### config.mk
export PLATFORM = sky130hd
export DESIGN_NAME = sram22_clear_ctrl
export DESIGN_NICKNAME = d
export VERILOG_FILES = /design/src/rtl/sram22_param_model_pkg.sv /design/src/rtl/sram22_param_model_clear_ctrl.sv
export SDC_FILE = /design/constraint.sdc
export NUM_CORES = 1
export LEC_CHECK = 0
export ABC_AREA = 1
export BUFFER_PORTS_ARGS = -buffer_cell sky130_fd_sc_hd__buf_2
export CAP_MARGIN = 20
export CORE_AREA = 2 2 39 41
export CTS_CLUSTER_DIAMETER = 30
export DETAILED_ROUTE_END_ITERATION = 6
export DIE_AREA = 0 0 41 43
export HOLD_SLACK_MARGIN = 0.12
export SLEW_MARGIN = 10
export SYNTH_ARGS = -nofsm -noshare
export SYNTH_HDL_FRONTEND = slang
export SYNTH_SLANG_ARGS = --single-unit
### constraint.sdc
create_clock -name clk -period 2.4 [get_ports clk]
set_input_delay 0.36 -clock clk [delete_from_list [all_inputs] [get_ports clk]]
set_output_delay 0.36 -clock clk [all_outputs]
set_load 0.02 [all_outputs]
### src/rtl/sram22_param_model_pkg.sv
// Shared definitions for the sram22 behavioural model.
//   clr_state_e : clear-sequencer states
//   seg_width   : write-mask segment width for a word/mask pairing
//   params_ok   : legality of the DATA_WIDTH / WMASK_WIDTH / READ_LATENCY set
package sram22_model_pkg;

  typedef enum logic [0:0] {
    IDLE  = 1'b0,
    CLEAR = 1'b1
  } clr_state_e;

  function automatic int seg_width(input int data_w, input int mask_w);
    return (mask_w > 0) ? data_w / mask_w : 0;
  endfunction

  function automatic bit params_ok(input int data_w, input int mask_w, input int lat);
    return (mask_w > 0) && (data_w % mask_w == 0) && (lat == 1 || lat == 2);
  endfunction

endpackage

### src/rtl/sram22_param_model_clear_ctrl.sv
// Post-reset zero-fill sequencer.
//   clk, rst  : clock, async active-high reset
//   busy      : high while the fill runs (user requests are dropped)
//   clr_we    : fill write strobe, one word per cycle
//   clr_addr  : fill address, 0 .. RAM_DEPTH-1, no wrap
module sram22_clear_ctrl
  import sram22_model_pkg::*;
#(
  parameter int ADDR_WIDTH     = 6,
  parameter int CLEAR_ON_RESET = 1
) (
  input  logic                  clk,
  input  logic                  rst,
  output logic                  busy,
  output logic                  clr_we,
  output logic [ADDR_WIDTH-1:0] clr_addr
);
  localparam clr_state_e RST_STATE = (CLEAR_ON_RESET != 0) ? CLEAR : IDLE;

  clr_state_e            state, state_nxt;
  logic [ADDR_WIDTH-1:0] cnt, cnt_nxt;

  always_ff @(posedge clk or posedge rst) begin
    if (rst) begin
      state <= RST_STATE;
      cnt   <= '0;
    end else begin
      state <= state_nxt;
      cnt   <= cnt_nxt;
    end
  end

  // Last address is written in the same cycle we leave CLEAR, so the fill
  // takes exactly RAM_DEPTH cycles and the counter parks at the top.
  always_comb begin
    state_nxt = state;
    cnt_nxt   = cnt;
    busy      = 1'b0;
    clr_we    = 1'b0;
    case (state)
      CLEAR: begin
        busy   = 1'b1;
        clr_we = 1'b1;
        if (cnt == '1) state_nxt = IDLE;
        else           cnt_nxt   = cnt + 1'b1;
      end
      default: ;
    endcase
  end

  assign clr_addr = cnt;
endmodule

==> flow_summary.yaml, run 1 <==
sta:
  holdWs_ns: 0.526
  relSlewSlack: 0.808
  fin_setup_tns_ns: 0
  hold_viol: 0
  fmax_mhz: 721
  setup_viol: 0
  period_needed_ns: 1.39
  tightest_slew_ns: 0.288
  setup_slack_ns: 1.01
  fin_crit_sh: 0.578
  maxSlewViolCount: 0
  rsz0062_at_grt: "false"
  finClkSkew_ns: 0.000308
cts:
  tritoncts: "yes"
  clk_latency_ns: 0.25
  root_buffer: "clkbuf_4"
  cts_buffers: 3
  post_cts_buffers: 0
  cts_resized: 0
  cts_hold_buf: 1
  path_clk_slew_ns: 0.05
  cts.sinks: 7
  htree_levels: 1
  cts.path.max_buffers: 2
placed_design:
  dp_slack_ns: 1.15
  dpl.cell_count: 66
  place_hpwl_um: 499
  place_congestion: 0.676
  post_dp_cell_area_sq_um: 418
  port_buffers: 9
logic_synthesis:
  ys_seq_elements: 7
  synth.area.top_cells: "dfrtp_1 (42%), nand2_1 (15%), dfstp_2 (7.3%)"
  synth_flop_cell: "dfrtp_1"
  yosysMostFrequentCell: "nand2_1"
  synth-seq-area-share: 0.490
  synth_nets: 45
  synth_cell_types: 16
  yosysWarnings: 0
  yosysTopAreaCell: "dfrtp_1"
  netlist_area_sq_um: 360
  synth_top_area_share: 0.417
  synth.avg_cell_area_sq_um: 8.58
  synth_edf_count: 0
  syn_inst: 42
  synthArstFlopShare: 1.00
  synth_commonest_cells: "nand2_1 (14), dfrtp_1 (6), inv_1 (5)"
power:
  power_density_nw_per_um2: 504
  power_frac_clock: 0.465
  ir_drop_mv: 0.295
  power.net_switching_mw: 0.0457
  p_seq_frac: 0.516
  combPwrFrac: 0.019
  leakagePower_nw: 0.242
  p_int_mw: 0.183
  switching_share: 0.200
critical_path:
  cp_top_family: "flip-flops"
  worst_r2r_endpoint: "clr_addr[1]"
  rr_startpoint: "clr_addr[0]"
  required_ns: 2.04
  path_cells: "buf_2"
  cp_slowest_cell: "dfstp_2"
  ff2ff_setup_slack_ns: 1.15
  crit_buf_inv: 1
  cp_max_fo: 6
  path_class: "register to output pin"
  start_kind: "register"
  arrival_ns: 1.03
  endpoint_kind: "output pin"
  rr_worst_depth: 8
  slowest_delay_ns: 0.59
grt:
  grt_max_degree: 8
  antenna_found_initial: 0
  grt_use_total: 0.0990
  overflow: 0
  grt_pass1_wl_mm: 1.08
  grt_pass1_vias: 252
job:
  maxCapViolCount: 0
hold_path:
  min_from: "clr_addr[5]"
  min_to: "clr_addr[5]"
  min_path_cells: 2
  hp-class: "register to register"
finish:
  diodes: 0
  area_growth_syn_to_layout_pct: 26.0
  fillers: 148
  drive_gt1_frac: 0.327
  layoutNonFillerInstCount: 71
  final_nets: 59
  stdcell_area_sq_um: 454
floorplanning:
  dieArea_sq_um: 1760
  fp.dieW_um: 41
  initial_utilization: 0.260
  core_sq_um: 1380
  pin_count: 10
  row_count: 14
  die_h_um: 43
run_status:
  status: "completed"
route:
  drtIter0Drc: 6
  wl_per_cell_um: 9.38
  totalWireLength_um: 666
  vias: 295
  first_pass_iters: 2
  vias_per_cell: 4.15
  drc: 0
  final_antenna_net_count: 0
-- how the worst max path moves through the flow --
stage	startpoint	to	slack, ns	depth (start not counted)
global route	state	busy	0.96	1
finish	state	busy	1.01	1
floorplan	clr_addr[0]	clr_addr[0]	1.11	8
global placement	clr_addr[0]	clr_addr[1]	1.17	8
detailed placement	clr_addr[0]	clr_addr[1]	1.15	8
CTS	state	busy	0.99	1
-- metal layers --
layer  up-vias  GRT usage  part of all wire  wire length, um
li1        154          -                 -                -
met1       131      0.144              0.53              351
met2         8      0.103              0.38              254
met3         2     0.0314             0.071               47
met4         0      0.100             0.018               12
met5         -          0                 0                0
-- registers in the layout, indices dropped and copies added, names as in the netlist --
register / flops
clr_addr: 6
state: 1
-- layout make-up --
cell class                      instances  area (sq um)  area share
Timing Repair Buffer                   10          55.1       0.121
Sequential cell                         7           176       0.388
Multi-Input combinational cell         28           151       0.333
Tap cell                               16          20.0      0.0441
Inverter                                6          25.0      0.0551
Clock buffer                            4          26.3      0.0579
-- through the flow --
stage                     power, mW   util
after floorplan               0.122      -
after global placement        0.124  0.302
after detailed placement      0.124  0.302
after CTS                     0.236  0.328
after global routing          0.241  0.328
final                         0.229  0.328
-- cell families after synthesis --
kind of cell	synth area share
buffers and inverters	0.0903
flip-flops	0.490
XOR/XNOR	0.0729
AND/OR/NAND/NOR	0.299
adder cells (fa/ha/maj)	0.0347
AO/OA/AOI/OAI	0.0139
-- placed cells by master, fill, tap and decap left out, drive strengths merged --
cell type,n
xor2,1
inv,6
xnor2,2
dfstp,1
dlygate4sd3,1
buf,9
dfrtp,6
ha,1
nand3,3
nor2,2
nand4,1
clkbuf,4
o21ai,1
nand2,17
-- power groups by stage --
stage	logic, mW	registers [mW]	clock network [mW]
3_5_place_dp	0.00346	0.120	0
2_1_floorplan	0.00184	0.120	0
3_3_place_gp	0.00332	0.120	0
6_report	0.00441	0.118	0.106
4_1_cts	0.00465	0.118	0.113
5_1_grt	0.00535	0.118	0.118
Note: power is estimated with default switching activity, not from simulation.
==> run 2: changes to the inputs <==
==> constraint.sdc (replaced) <==
create_clock -name clk -period 1.15 [get_ports clk]
set_input_delay 0.1725 -clock clk [delete_from_list [all_inputs] [get_ports clk]]
set_output_delay 0.1725 -clock clk [all_outputs]
set_load 0.02 [all_outputs]
==> flow_summary.yaml, run 2 (synthesized netlist as in run 1, its figures left out) <==
finish:
  drive_gt1_frac: 0.424
  layoutNonFillerInstCount: 75
  diodes: 0
  area_growth_syn_to_layout_pct: 44.4
  largest_register_ffs: 6
  final_cell_mix: "nand2_1 (14), inv_1 (5), buf_2 (5), buf_4 (5), dfrtp_1 (4)"
  final_nets: 63
  stdcell_area_sq_um: 520
  final_common_cell: "nand2_1"
route:
  first_pass_iters: 2
  totalWireLength_um: 676
  drtIter0Drc: 2
  final_antenna_net_count: 0
  vias_per_cell: 4.17
  drc: 0
  wl_per_cell_um: 9.01
  vias: 313
grt:
  antenna_found_initial: 0
  grt_pass1_vias: 279
  grt_pass1_wl_mm: 1.06
  grt_use_total: 0.0939
  grt_max_degree: 8
  overflow: 0
hold_path:
  hp-class: "primary input to async pin"
critical_path:
  cp_top_family: "flip-flops"
  path_cells: "buf_4, buf_4"
  endpoint_kind: "output pin"
  required_ns: 0.98
  crit_top_cell: "buf_4"
  arrival_ns: 0.96
  crit_start: "clr_addr[1]"
  rr_startpoint: "clr_addr[1]"
  path_class: "register to output pin"
  start_kind: "register"
  crit_buf_inv: 2
  slowest_delay_ns: 0.42
  cp_slowest_cell: "dfrtp_2"
  cp_max_fo: 3
floorplanning:
  initial_utilization: 0.260
  core_sq_um: 1380
  fp.dieW_um: 41
  dieArea_sq_um: 1760
  pin_count: 10
  row_count: 14
  die_h_um: 43
run_status:
  status: "completed"
sta:
  setup_slack_ns: 0.0132
  fin_setup_tns_ns: 0
  maxSlewViolCount: 0
  finClkSkew_ns: 0.00213
  holdWs_ns: 0.395
  rsz0062_at_grt: "true"
  setup_viol: 0
  hold_viol: 0
  tightest_slew_ns: 0.299
  relSlewSlack: 0.801
  period_needed_ns: 1.14
  fin_crit_sh: 0.989
  fmax_mhz: 880
cts:
  htree_levels: 1
  cts.path.max_buffers: 2
  clk_latency_ns: 0.25
  root_buffer: "clkbuf_4"
  cts_buffers: 3
  cts.sinks: 7
  path_clk_slew_ns: 0.06
  tritoncts: "yes"
placed_design:
  dp_slack_ns: 0.0134
  port_buffers: 9
  dpl.cell_count: 69
  place_congestion: 0.646
  post_dp_cell_area_sq_um: 455
  place_hpwl_um: 520
power:
  leakagePower_nw: 0.259
  power_density_nw_per_um2: 940
  ir_drop_mv: 0.452
job:
  maxCapViolCount: 0
run 2: layer usage:
| layer | wire length, um | vias to the layer above | global-route usage |
|---|---|---|---|
| met2 | 334 | 6 | 0.125 |
| met3 | 33 | 2 | 0.0314 |
| met1 | 304 | 142 | 0.115 |
| met5 | 0 | - | 0 |
| li1 | - | 163 | - |
| met4 | 4 | 0 | 0.0800 |
run 2: per-stage QoR:
step | util | power, mW
after CTS | 0.369 | 0.496
after global routing | 0.376 | 0.512
after detailed placement | 0.329 | 0.258
after global placement | 0.329 | 0.258
final | 0.376 | 0.490
after floorplan | - | 0.255
run 2: area by class of cell:
type / instances / area, sq um
multi-input cells: 28 / 164
inverters: 6 / 25.0
fillers: 140 / 863
flip-flops and latches: 7 / 179
repair buffers: 14 / 106
clock buffers: 4 / 26.3
well taps: 16 / 20.0
run 2: repair_timing:
action                     CTS  global route
setup endpoints to repair    3             7
hold buffers                 1             0
pin swaps                    0             1
buffers inserted             1             0
gates resized for setup      4             3
hold endpoints to repair     7             0
run 2: worst paths after layout:
kind | cells past startpoint | slack [ns] | to
worst max-delay path | 2 | 0.01 | clr_addr[1]
worst min-delay path | 3 | 0.40 | clr_addr[3]
worst max register to register | 8 | 0.03 | clr_addr[3]
worst min register to register | 1 | 0.51 | clr_addr[4]
max in group asynchronous | 3 | 0.48 | state
min in group clk | 1 | 0.51 | clr_addr[4]
run 2: power by group:
| group | internal, mW | switching (mW) | leakage [nW] |
|---|---|---|---|
| registers | 0.246 | 0 | 0.0908 |
| clock network | 0.133 | 0.101 | 0.0150 |
| logic | 0.00361 | 0.00578 | 0.153 |
| total | 0.383 | 0.106 | 0.259 |
run 2: worst min-delay path, stage by stage:
cell	delay (ns)
dlygate4sd3_1	0.53
buf_2	0.11
inv_1	0.23
==> run 3: changes to the inputs <==
--- a/config.mk
+++ b/config.mk
@@ -5,7 +5,7 @@
 export SDC_FILE = /design/constraint.sdc
 export NUM_CORES = 1
 export LEC_CHECK = 0
-export ABC_AREA = 1
+export ABC_AREA = 0
 export BUFFER_PORTS_ARGS = -buffer_cell sky130_fd_sc_hd__buf_2
 export CAP_MARGIN = 20
 export CORE_AREA = 2 2 39 41
==> flow_summary.yaml, run 3 <==
run_status:
  status: "finished, violations left"
  violations: "setup timing"
logic_synthesis:
  synth_simple_gate_area_share: 0.189
  muxShareOfSynthArea: 0.0778
  yosysWarnings: 0
  synth-xor-area-share: 0.0259
  synthArstFlopShare: 1.00
  ys_seq_elements: 7
  synth.area.top_cells: "dfrtp_1 (44%), dfstp_2 (7.8%), a21oi_1 (4.4%)"
  synth_top_area_share: 0.444
  synth_nets: 33
  synth_top_family_by_area: "simple AND/OR/NAND/NOR gates"
  yosysMostFrequentCell: "dfrtp_1"
  synth_edf_count: 0
  synth.avg_cell_area_sq_um: 11.3
  netlist_area_sq_um: 338
  synth_cell_types: 18
  syn_inst: 30
  synth_commonest_cells: "dfrtp_1 (6), a21oi_1 (3), inv_1 (3)"
  synth-seq-area-share: 0.522
  yosysTopAreaCell: "dfrtp_1"
  synth_fa_ha_area_frac: 0.0370
  synth-compound-area-share: 0.0926
  synth_flop_cell: "dfrtp_1"
sta:
  fin_crit_sh: 1.06
  tightest_slew_ns: 0.280
  finClkSkew_ns: 0.00556
  rsz0062_at_grt: "true"
  setup_slack_ns: -0.0688
  fmax_mhz: 820
  maxSlewViolCount: 0
  relSlewSlack: 0.813
  setup_viol: 4
  period_needed_ns: 1.22
  hold_viol: 0
cts:
  cts.path.max_buffers: 2
  htree_levels: 1
  root_buffer: "clkbuf_4"
  cts_buffers: 3
  post_cts_buffers: 0
  tritoncts: "yes"
  path_clk_slew_ns: 0.05
  cts.sinks: 7
  clk_latency_ns: 0.26
floorplanning:
  dieArea_sq_um: 1760
  fp.dieW_um: 41
  core_sq_um: 1380
  pin_count: 10
  initial_utilization: 0.244
  row_count: 14
  die_h_um: 43
finish:
  drive_gt1_frac: 0.679
  multi_input_area_sq_um: 178
  fin_util: 0.423
  final_cell_mix: "buf_4 (9), buf_6 (7), dfrtp_1 (4)"
  area_growth_syn_to_layout_pct: 73.3
  final_common_cell: "buf_4"
  largest_register_ffs: 6
  final_nets: 57
  fillers: 146
  layoutNonFillerInstCount: 69
  regArea_sq_um: 179
  diodes: 0
placed_design:
  place_congestion: 0.741
  place_hpwl_um: 555
  dpl.cell_count: 64
  port_buffers: 9
route:
  final_antenna_net_count: 0
  first_pass_iters: 4
  drtIter0Drc: 4
  vias: 307
  drc: 0
  totalWireLength_um: 757
  wl_per_cell_um: 11.0
  vias_per_cell: 4.45
critical_path:
  cp_max_fo: 2
  rr_startpoint: "state"
  arrival_ns: 1.36
  required_ns: 1.29
  crit_start: "state"
  endpoint_kind: "register"
  start_kind: "register"
  path_class: "register to register"
power:
  power_density_nw_per_um2: 821
  leakagePower_nw: 0.281
  ir_drop_mv: 0.639
  p_seq_frac: 0.513
  power_frac_clock: 0.468
  p_int_mw: 0.383
  power.net_switching_mw: 0.0981
  combPwrFrac: 0.019
  switching_share: 0.204
grt:
  grt_use_total: 0.122
  antenna_found_initial: 0
  grt_pass1_vias: 326
  grt_max_degree: 8
  overflow: 0
  grt_pass1_wl_mm: 1.40
job:
  maxCapViolCount: 0
hold_path:
  hp-class: "primary input to async pin"
-- run 3: cell count changes in the layout (fill, tap and decap cells not counted), sizes merged, moves of 2 or more --
| cell | before | now |
|---|---|---|
| nor2 | 2 | 0 |
| nand2 | 17 | 2 |
| buf | 13 | 19 |
| mux2 | 0 | 2 |
| inv | 6 | 3 |
| a21oi | 0 | 3 |
-- run 3: metrics by stage --
| step | area (sq um) | setup TNS (ns) | setup slack (ns) | hold WS, ns | power [mW] |
|---|---|---|---|---|---|
| final | 586 | -0.213 | -0.0688 | 0.388 | 0.481 |
| after detailed placement | 485 | -0.140 | -0.0767 | 0.111 | 0.257 |
| after global placement | 485 | -0.125 | -0.0642 | 0.116 | 0.258 |
| after CTS | 551 | -0.240 | -0.0734 | 0.387 | 0.493 |
| after floorplan | 353 | -0.421 | -0.220 | -0.0250 | 0.255 |
| after global routing | 586 | -0.537 | -0.103 | 0.414 | 0.518 |
-- run 3: cells by family (layout without fill, tap and decap cells) --
group / count (synthesis) / in the layout
simple gates: 10 / 10
compound gates: 5 / 5
flops: 7 / 7
buf+inv: 4 / 27
mux: 2 / 2
xor+xnor: 1 / 1
fa+ha+maj: 1 / 1
-- run 3: worst paths after layout --
path                                    end  slack (ns)  cells past startpoint
min in group clk                clr_addr[0]        0.62                      2
worst max register to register  clr_addr[5]       -0.07                      3
worst max-delay path            clr_addr[5]       -0.07                      3
worst min register to register  clr_addr[0]        0.62                      2
max in group asynchronous             state        0.48                      3
worst min-delay path            clr_addr[5]        0.39                      3
-- run 3: layout make-up --
class                           count  share of cell area
Multi-Input combinational cell     19               0.303
Timing Repair Buffer               20               0.293
Sequential cell                     7               0.306
Clock buffer                        4              0.0449
Inverter                            3              0.0192
Tap cell                           16              0.0342
-- run 3: repair_timing --
| item | in CTS | in global routing |
|---|---|---|
| resized for setup | 9 | 10 |
| setup endpoints to repair | 6 | 11 |
| hold buffers | 1 | 0 |
| hold endpoints to repair | 7 | 0 |
| pin swaps | 1 | 1 |
-- run 3: layer usage --
layer | global-route usage | wire length (um)
met5 | 0 | 0
met3 | 0.0942 | 64
met4 | 0.0200 | 0
met2 | 0.178 | 398
met1 | 0.139 | 294
-- run 3: power groups by stage --
stage | registers [mW] | clock network, mW | logic (mW)
detailed placement | 0.251 | 0 | 0.00663
global placement | 0.251 | 0 | 0.00683
CTS | 0.247 | 0.237 | 0.00935
finish | 0.247 | 0.225 | 0.00909
global route | 0.246 | 0.261 | 0.0106
floorplan | 0.251 | 0 | 0.00384
-- run 3: critical path, cell delays in order, from the launching register on --
cell,delay (ns)
dfstp_2,0.54
and4_4,0.22
nand3_2,0.06
mux2_4,0.29
